## config.mk

```make
export PLATFORM = sky130hd
export DESIGN_NAME = fetch_ctrl_flat
export DESIGN_NICKNAME = d
export VERILOG_FILES = /design/src/rtl/fetch_ctrl_pkg.sv /design/src/rtl/fetch_ctrl_if.sv /design/src/rtl/fetch_ctrl_if_slot.sv /design/src/rtl/fetch_ctrl.sv /design/src/flat_wrapper.sv
export SDC_FILE = /design/constraint.sdc
export NUM_CORES = 1
export LEC_CHECK = 0
export ABC_AREA = 1
export BUFFER_PORTS_ARGS = -buffer_cell sky130_fd_sc_hd__buf_2
export CORE_MARGIN = 2
export CORE_UTILIZATION = 48
export CTS_CLUSTER_SIZE = 28
export DETAILED_ROUTE_END_ITERATION = 16
export HOLD_SLACK_MARGIN = 0.15
export PLACE_DENSITY_LB_ADDON = 0.25
export SLEW_MARGIN = 10
export SYNTH_ARGS = -nofsm -noshare
export SYNTH_HDL_FRONTEND = slang
export SYNTH_HIERARCHICAL = 1
export SYNTH_SLANG_ARGS = --single-unit
```

## constraint.sdc

```tcl
create_clock -name clk -period 2.2 [get_ports clk]
set_input_delay 0.66 -clock clk [delete_from_list [all_inputs] [get_ports clk]]
set_output_delay 0.66 -clock clk [all_outputs]
set_load 0.005 [all_outputs]
```

## src/rtl/fetch_ctrl_pkg.sv

```systemverilog
// Shared definitions for the instruction-fetch sequencer.
package fetch_ctrl_pkg;

    typedef enum logic [1:0] {
        ST_FETCH   = 2'd0,
        ST_HOLD    = 2'd1,
        ST_DISCARD = 2'd2
    } fetch_state_e;

    localparam logic [31:0] RESET_PC_DEFAULT = 32'h0000_3000;
    localparam logic [31:0] WORD_ALIGN_MASK  = 32'hFFFF_FFFC;

    function automatic logic [31:0] word_align(input logic [31:0] a);
        return a & WORD_ALIGN_MASK;
    endfunction

endpackage

```

## src/rtl/fetch_ctrl_if.sv

```systemverilog
// Bundle of the fetch sequencer's control, memory and IF/ID slot signals.
// master = the sequencer, slave = its environment (ID stage, hazard unit, imem).
interface fetch_ctrl_if;
    logic        stall;
    logic        pc_src;
    logic [31:0] next_pc;
    logic        imem_req;
    logic [31:0] imem_addr;
    logic        imem_ack;
    logic [31:0] imem_rdata;
    logic        if_valid;
    logic [31:0] if_instr;
    logic [31:0] if_pc;
    logic [31:0] if_pc_plus4;
    logic        misalign;

    modport master (
        input  stall, pc_src, next_pc, imem_ack, imem_rdata,
        output imem_req, imem_addr, if_valid, if_instr, if_pc, if_pc_plus4, misalign
    );

    modport slave (
        output stall, pc_src, next_pc, imem_ack, imem_rdata,
        input  imem_req, imem_addr, if_valid, if_instr, if_pc, if_pc_plus4, misalign
    );
endinterface

```

## src/rtl/fetch_ctrl_if_slot.sv

```systemverilog
// One-entry IF/ID output register. Kill wins over fill, fill wins over consume.
module fetch_ctrl_if_slot (
    input  logic        clk,
    input  logic        rst,
    input  logic        fill_i,
    input  logic        consume_i,
    input  logic        kill_i,
    input  logic [31:0] instr_i,
    input  logic [31:0] pc_i,
    output logic        valid_o,
    output logic [31:0] instr_o,
    output logic [31:0] pc_o,
    output logic [31:0] pc_plus4_o
);
    logic        valid_q, valid_d;
    logic [31:0] instr_q, instr_d;
    logic [31:0] pc_q, pc_d;

    // Next slot contents from the fill/consume/kill controls.
    always_comb begin
        valid_d = valid_q;
        instr_d = instr_q;
        pc_d    = pc_q;
        if (kill_i) begin
            valid_d = 1'b0;
        end else if (fill_i) begin
            valid_d = 1'b1;
            instr_d = instr_i;
            pc_d    = pc_i;
        end else if (consume_i) begin
            valid_d = 1'b0;
        end
    end

    // Slot registers with synchronous reset.
    always_ff @(posedge clk) begin
        if (rst) begin
            valid_q <= 1'b0;
            instr_q <= 32'h0;
            pc_q    <= 32'h0;
        end else begin
            valid_q <= valid_d;
            instr_q <= instr_d;
            pc_q    <= pc_d;
        end
    end

    assign valid_o    = valid_q;
    assign instr_o    = instr_q;
    assign pc_o       = pc_q;
    assign pc_plus4_o = pc_q + 32'd4;
endmodule

```

## src/rtl/fetch_ctrl.sv

```systemverilog
// Instruction-fetch sequencer: owns the PC, drives the imem handshake and
// drops wrong-path fetches in flight when a redirect is accepted.
//
// state   | meaning
// FETCH   | requesting imem at pc; slot fills on ack
// HOLD    | slot full and stalled; no request until stall drops
// DISCARD | stale request outstanding; drop its data, pc holds the target
module fetch_ctrl
    import fetch_ctrl_pkg::*;
#(
    parameter logic [31:0] RESET_PC = RESET_PC_DEFAULT
) (
    input  logic            clk,
    input  logic            rst,
    fetch_ctrl_if.master    bus
);
    fetch_state_e state_q, state_d;
    logic [31:0]  pc_q, pc_d;
    logic [31:0]  stale_q, stale_d;
    logic         misalign_q, misalign_d;

    logic         req;
    logic [31:0]  addr;
    logic         fill;
    logic         kill;
    logic         slot_valid;
    logic         consume;
    logic         redirect;
    logic [31:0]  target;

    // pc_src only counts when the hazard unit is not stalling; it reasserts otherwise.
    assign redirect = bus.pc_src && !bus.stall;
    assign target   = word_align(bus.next_pc);
    assign consume  = slot_valid && !bus.stall;

    // Next-state, pc update and handshake outputs.
    always_comb begin
        state_d    = state_q;
        pc_d       = pc_q;
        stale_d    = stale_q;
        misalign_d = 1'b0;
        req        = 1'b0;
        addr       = pc_q;
        fill       = 1'b0;
        kill       = 1'b0;
        if (!rst) begin
            misalign_d = redirect && (bus.next_pc[1:0] != 2'b00);
            case (state_q)
                ST_FETCH: begin
                    if (slot_valid && bus.stall) begin
                        state_d = ST_HOLD;
                    end else begin
                        req = 1'b1;
                        if (bus.imem_ack) begin
                            if (redirect) begin
                                // Acked word is the pc+8 wrong path.
                                kill = 1'b1;
                                pc_d = target;
                            end else begin
                                fill = 1'b1;
                                pc_d = pc_q + 32'd4;
                            end
                        end else if (redirect) begin
                            stale_d = pc_q;
                            pc_d    = target;
                            state_d = ST_DISCARD;
                        end
                    end
                end
                ST_HOLD: begin
                    if (!bus.stall) begin
                        state_d = ST_FETCH;
                        if (redirect) begin
                            pc_d = target;
                        end
                    end
                end
                ST_DISCARD: begin
                    // Keep the stale address stable until imem completes it.
                    req  = 1'b1;
                    addr = stale_q;
                    if (redirect) begin
                        pc_d = target;
                    end
                    if (bus.imem_ack) begin
                        kill    = 1'b1;
                        state_d = ST_FETCH;
                    end
                end
                default: begin
                    state_d = ST_FETCH;
                end
            endcase
        end
    end

    // Sequencer state registers.
    always_ff @(posedge clk) begin
        if (rst) begin
            state_q    <= ST_FETCH;
            pc_q       <= RESET_PC;
            stale_q    <= 32'h0;
            misalign_q <= 1'b0;
        end else begin
            state_q    <= state_d;
            pc_q       <= pc_d;
            stale_q    <= stale_d;
            misalign_q <= misalign_d;
        end
    end

    fetch_ctrl_if_slot u_slot (
        .clk        (clk),
        .rst        (rst),
        .fill_i     (fill),
        .consume_i  (consume),
        .kill_i     (kill),
        .instr_i    (bus.imem_rdata),
        .pc_i       (pc_q),
        .valid_o    (slot_valid),
        .instr_o    (bus.if_instr),
        .pc_o       (bus.if_pc),
        .pc_plus4_o (bus.if_pc_plus4)
    );

    assign bus.if_valid  = slot_valid;
    assign bus.imem_req  = req;
    assign bus.imem_addr = word_align(addr);
    assign bus.misalign  = misalign_q;
endmodule

```

## src/flat_wrapper.sv

```systemverilog
// flat-port wrapper written by rule: the top's interface ports become plain ports
module fetch_ctrl_flat import fetch_ctrl_pkg::*;
#(
    parameter logic [31:0] RESET_PC = RESET_PC_DEFAULT
)
  (clk, rst, bus_stall, bus_pc_src, bus_next_pc, bus_imem_ack, bus_imem_rdata, bus_imem_req, bus_imem_addr, bus_if_valid, bus_if_instr, bus_if_pc, bus_if_pc_plus4, bus_misalign);
  fetch_ctrl_if bus_i ();
  input  logic clk;
  input  logic rst;
  input wire logic [$bits(bus_i.stall)-1:0] bus_stall;
  input wire logic [$bits(bus_i.pc_src)-1:0] bus_pc_src;
  input wire logic [$bits(bus_i.next_pc)-1:0] bus_next_pc;
  input wire logic [$bits(bus_i.imem_ack)-1:0] bus_imem_ack;
  input wire logic [$bits(bus_i.imem_rdata)-1:0] bus_imem_rdata;
  output wire logic [$bits(bus_i.imem_req)-1:0] bus_imem_req;
  output wire logic [$bits(bus_i.imem_addr)-1:0] bus_imem_addr;
  output wire logic [$bits(bus_i.if_valid)-1:0] bus_if_valid;
  output wire logic [$bits(bus_i.if_instr)-1:0] bus_if_instr;
  output wire logic [$bits(bus_i.if_pc)-1:0] bus_if_pc;
  output wire logic [$bits(bus_i.if_pc_plus4)-1:0] bus_if_pc_plus4;
  output wire logic [$bits(bus_i.misalign)-1:0] bus_misalign;
  assign bus_i.stall = bus_stall;
  assign bus_i.pc_src = bus_pc_src;
  assign bus_i.next_pc = bus_next_pc;
  assign bus_i.imem_ack = bus_imem_ack;
  assign bus_i.imem_rdata = bus_imem_rdata;
  assign bus_imem_req = bus_i.imem_req;
  assign bus_imem_addr = bus_i.imem_addr;
  assign bus_if_valid = bus_i.if_valid;
  assign bus_if_instr = bus_i.if_instr;
  assign bus_if_pc = bus_i.if_pc;
  assign bus_if_pc_plus4 = bus_i.if_pc_plus4;
  assign bus_misalign = bus_i.misalign;
  fetch_ctrl #(.RESET_PC(RESET_PC)) u_core (.clk(clk), .rst(rst), .bus(bus_i));
endmodule
```

* Word-level counts from Yosys, hierarchy flattened
Cells that the tools add are included.
** Storage, ports and cells
- Register bits :: 132
- Output and inout bits :: 131
- Logic and storage cells :: 63
** Cells by class
- Add/subtract/negate cells :: 2
- Equal/unequal tests :: 7
- Muxes and demuxes :: 30
- Bitwise gates (word level) :: 3
- Reduce and logical (&&, ||, !) cells :: 14
** Operator list (count)
- 32-bit two-way mux :: 7
- 32-bit one-hot mux with 3 select lines :: 1
- 32-bit by 3-bit adder with 32-bit output, second input constant :: 2
- 1-bit two-way mux :: 14
- 2-bit two-way mux :: 5
- 4-bit AND reduction :: 2
- 2-bit != test, second input constant :: 3
- 2-bit one-hot mux with 3 select lines :: 1
- 1-bit logical AND :: 4
- 1-bit one-hot mux with 2 select lines :: 2
- 2-bit nonzero test :: 2
- 3-bit by 1-bit != test with 1-bit output, second input constant :: 1
- 3-bit by 2-bit != test with 1-bit output, second input constant :: 1
- 1-bit NOT :: 3
- 3-bit AND reduction :: 1
- 3-bit nonzero test :: 1
- 2-bit by 1-bit equality test with 1-bit output, second input constant :: 1
- 2-bit equality test, second input constant :: 1
- 2-bit zero test :: 1
- 2-bit AND reduction :: 1
- 2-bit OR reduction :: 1
- 1-bit zero test :: 1

* Logic depth before layout (Yosys ltp)
- Word-level depth :: 9
- Gate-level depth with buffers :: 13
- Depth with buffers taken out :: 13

* By module
Netlist, hierarchy kept.
** Modules (own cells, without submodules)
- fetch_ctrl :: instances 1, cells an instance 613, area each 3943.8 µm², sequential area each 1301.2 µm²
- fetch_ctrl_if_slot :: instances 1, cells an instance 448, area each 3125.5 µm², sequential area each 1301.2 µm²

* Least setup slack after synthesis
Ideal clock, no wire load.
- Path kind :: in2reg
- Start point :: input bus_pc_src
- End point :: register u_core.u_slot.pc_q[8], in the netlist u_core/u_slot/pc_o[8]
- Arrival :: 2116 ps
- Required time :: 2130 ps
- Slack :: 14 ps
- Stages on the path :: 11
- Buffers on the path :: 4
- Cells stage by stage :: inv_1 -> nor2_4 -> buf_2 -> buf_2 -> nor4_1 -> inv_1 -> nor2_2 -> buf_2 -> buf_4 -> nand2_1 -> a21oi_1
** RTL lines
- from (decl) :: line flat_wrapper.sv:11 : input wire logic [$bits(bus_i.pc_src)-1:0] bus_pc_src;
- 1-bit logical AND :: line fetch_ctrl.sv:32 : assign redirect = bus.pc_src && !bus.stall;
- 1-bit two-way mux :: line fetch_ctrl.sv:55 : if (redirect) begin
- 1-bit two-way mux :: line fetch_ctrl.sv:54 : if (bus.imem_ack) begin
- 1-bit two-way mux :: line fetch_ctrl.sv:50 : if (slot_valid && bus.stall) begin
- 1-bit two-way mux :: line fetch_ctrl.sv:48 : case (state_q)
- 1-bit two-way mux :: line fetch_ctrl.sv:46 : if (!rst) begin
- via u_core.fill :: line fetch_ctrl.sv:24 : logic fill;
- 2-bit AND reduction (no source line)
- to (signal assigned) :: line fetch_ctrl_if_slot.sv:44 : pc_q <= pc_d;
- to (decl) :: line fetch_ctrl_if_slot.sv:17 : logic [31:0] pc_q, pc_d;
The timed path passes the listed nets, and every way through them passes these cells.
A chain may end at the register's enable or synchronous reset.

* Worst setup path after layout
- Start point :: register u_core.state_q[0]
- End point :: output bus_imem_addr[18]
** Between the ends
- Word-level cells in the longest chain between the ends :: 3
** Ends and longest elaborated chain
- from (decl) :: line fetch_ctrl.sv:17 : fetch_state_e state_q, state_d;
- from (signal assigned) :: line fetch_ctrl.sv:105 : state_q <= state_d;
- 2-bit equality test :: line fetch_ctrl.sv:48
- 32-bit two-way mux :: line fetch_ctrl.sv:48
- 32-bit two-way mux :: line fetch_ctrl.sv:46
- to (decl) :: line flat_wrapper.sv:16 : output wire logic [$bits(bus_i.imem_addr)-1:0] bus_imem_addr;
Every way passes these cells.

==> results.yml <==
power_and_ir_drop:
  p_comb_frac: 0.331
  clockPowerShare: 0.322
  seqPwrFrac: 0.347
  total_power_mw: 8.74
  power.leakage_nw: 4.56
  peakVddDrop_mv: 0.829
  swShare: 0.353
  p_sw_mw: 3.09
  internal-power_mw: 5.65
  power_density_nw_per_um2: 885
synthesis:
  ys_seq_area_frac: 0.368
  synth_edf_count: 0
  async_flop_share: 0
  syn_area_um2: 7070
  syn_inst: 1061
  ys_warn_count: 6
  synth_top_area_frac: 0.368
  syn_area_per_cell_um2: 6.66
  ys_top_cells_by_area: "dfxtp_1 37%, nand2_1 16%, a21oi_1 10%"
  synthFlopType: "dfxtp_1"
  synth_top_cell_by_area: "dfxtp_1"
  synth_cell_types: 41
  synth-seq-cells: 130
clock_tree:
  cts-buffers-inserted: 17
  clock_sinks: 130
  cts_tree: "done"
  cts_hold_buffers: 0
  clock_tree.buffer_depth: 2
  cts.htree.levels: 4
  cts_root_buf: "clkbuf_16"
  worstSkewPairLatency_ns: 0.42
  clk_pin_slew_ns: 0.06
route:
  wire_per_inst_um: 15.1
  initialDrtViolationCount: 519
  dr_total_vias: 7860
  antenna_left: 0
  drt_wl_total_mm: 22.4
  remaining_drc_errors: 0
  vias_per_cell: 5.28
  dr.pass1.iters: 5
timing:
  min_period_ns: 2.34
  fin_hold_ws_ns: 0.456
  maxSlewViolCount: 0
  relSlewSlack: 0.590
  fin_crit_sh: 1.06
  rsz0062_at_grt: "yes"
  setup_viol: 53
  tightestPinTransition_ns: 0.614
  fin_worst_skew_ns: 0.00652
  setup_ws_ns: -0.139
  final-hold-violation-count: 0
  max_freq_mhz: 428
die:
  chipWidth_um: 125
  dieArea_um2: 15700
  io_pins: 200
  coreArea_um2: 14500
  rows: 44
  die_h_um: 125
  start_util: 0.488
critical_path:
  critPathRequiredTime_ns: 1.54
  critPathKind: "flip-flop to primary output"
  worstPathArrival_ns: 1.68
  r2r_setup_slack_ns: 0.27
  slowest_delay_ns: 0.35
  critPathLaunch: "u_core/state_q[0]"
  cp-end-kind: "primary output"
  crit_fanout: 7
  r2r_cells: 12
  crit_end: "bus_imem_addr[18]"
  start_kind: "flip-flop"
  crit-reg2reg-launch: "u_core/state_q[1]"
  slowest_stage: "dfxtp_2"
  crit_top_cell: "buf_12"
  r2r_end: "u_core/u_slot/pc_o[30]"
  path_cells: "inv_4 -> ha_4 -> nand2_4 -> buf_12 -> buf_12 -> nor2_4 -> a21oi_2 -> buf_2"
global_routing:
  grt_remaining_overflow: 0
  grt_usage: 0.269
  grt_max_degree: 57
  antenna_found_initial: 0
  grt_pass1_wl_mm: 34.8
  grt_pass1_vias: 7102
placement:
  dp.final_hpwl_mm: 15.2
  io_buffers: 197
  place_congestion: 0.940
outcome:
  violations: "setup timing"
  status: "finished, violations left"
run:
  cap_violations: 0
layout:
  synthToLayoutAreaGrowth_pct: 39.7
  fill_cells: 1246
  nNetsFinal: 1365
  drive_above_1_share: 0.357
min_path:
  worstHoldPathType: "flip-flop to flip-flop"
-- cells by family after synthesis --
kind of cell | Yosys count | share of synthesized area
flip-flops | 130 | 0.368
AO/OA/AOI/OAI | 234 | 0.175
buffers and inverters | 145 | 0.0874
other | 1 | 0.000530
XOR/XNOR | 17 | 0.0221
adder cells (fa/ha/maj) | 6 | 0.0106
multiplexers | 5 | 0.00796
AND/OR/NAND/NOR | 523 | 0.328
-- worst max-delay path, delay by kind of cell (launching register included) --
family	cells	cell delay [ns]
buffers and inverters	4	0.50
flip-flops	1	0.35
adder cells (fa/ha/maj)	1	0.17
AND/OR/NAND/NOR	2	0.15
AO/OA/AOI/OAI	1	0.10
-- stage by stage --
stage	std cells	utilization	area, µm²	TNS [ns]	setup slack (ns)
after floorplan	1062	-	7070	0	0.0139
after global placement	1427	0.580	8390	-0.00542	-0.00364
after detailed placement	1427	0.580	8390	-1.12	-0.0451
after CTS	1474	0.657	9510	-4.46	-0.149
after global routing	1487	0.682	9870	-8.70	-0.227
final	1488	0.682	9880	-4.48	-0.139
-- repair_timing --
item	in CTS	in global routing
setup buffers	11	13
setup endpoints to repair	54	80
cloned	4	0
pin swaps	30	28
resized for setup	118	77
-- how the worst min path moves through the flow --
stage                                   start                   endpoint  slack, ns  cells past startpoint
global route        u_core/u_slot/instr_o[27]  u_core/u_slot/instr_o[27]       0.47                      2
detailed placement  u_core/u_slot/instr_o[18]  u_core/u_slot/instr_o[18]       0.45                      2
global placement               u_core/pc_q[0]             u_core/pc_q[0]       0.44                      2
CTS                 u_core/u_slot/instr_o[27]  u_core/u_slot/instr_o[27]       0.46                      2
finish               u_core/u_slot/instr_o[2]   u_core/u_slot/instr_o[2]       0.46                      2
floorplan                      u_core/pc_q[0]             u_core/pc_q[0]       0.43                      2
-- power by group through the flow --
| stage | clock [mW] | combinational [mW] | sequential [mW] |
|---|---|---|---|
| after global routing | 2.97 | 3.17 | 3.07 |
| after floorplan | 0 | 1.45 | 2.92 |
| after detailed placement | 0 | 2.32 | 3.02 |
| final | 2.81 | 2.89 | 3.03 |
| after CTS | 2.84 | 2.66 | 2.99 |
| after global placement | 0 | 2.29 | 3.02 |
-- cells in the final DEF, fill, tap and decap left out, types with 9 or more instances in the layout --
cell,instances
nand2_1,285
nand3b_1,9
nor3_1,12
buf_6,13
nor2_2,26
a211oi_1,11
a21oi_2,20
dfxtp_1,104
o21ai_0,65
xor2_1,11
nand2_2,18
nand4_1,12
dfxtp_4,15
buf_2,192
buf_4,47
nand3_1,27
clkbuf_16,17
nor2_1,77
inv_2,12
dfxtp_2,11
a21oi_1,122
nor2_4,36
inv_1,75
-- cell type report --
cell class | count | area, µm² | share of cell area
Timing Repair Buffer | 265 | 1730 | 0.175
Tap cell | 184 | 230 | 0.0233
Multi-Input combinational cell | 787 | 4300 | 0.436
Clock buffer | 19 | 443 | 0.0448
Antenna cell | 1 | 2.50 | 0.000253
Sequential cell | 130 | 2670 | 0.271
Clock inverter | 13 | 151 | 0.0153
Inverter | 89 | 339 | 0.0343
-- cell usage after synthesis (all sizes together), types with 2 or more instances --
| cell | number |
|---|---|
| a221oi | 2 |
| o21ai | 67 |
| o31ai | 4 |
| o22ai | 2 |
| xor2 | 12 |
| nand4 | 12 |
| nor2 | 142 |
| nand3 | 31 |
| nand3b | 9 |
| inv | 89 |
| and2 | 2 |
| a21oi | 142 |
| ha | 6 |
| clkbuf | 18 |
| xnor2 | 5 |
| o211ai | 4 |
| nand2 | 310 |
| mux2 | 5 |
| dfxtp | 130 |
| buf | 37 |
| nor3 | 15 |
| a211oi | 11 |
-- registers in the layout (all words and copies together), names as in the netlist --
register               count
u_core/bus.misalign        1
u_core/u_slot/pc_o        32
u_core/state_q             2
u_core/u_slot/valid_o      1
u_core/pc_q               32
u_core/stale_q            30
u_core/u_slot/instr_o     32
-- layer usage --
layer  vias to the layer above  GRT usage  part of all wire
li1                       3893          -                 -
met1                      3638      0.371              0.44
met2                       304      0.437              0.47
met3                        25     0.0509             0.072
met4                         0     0.0693             0.013
met5                         -          0                 0
Power figures use the tool's default switching activity.
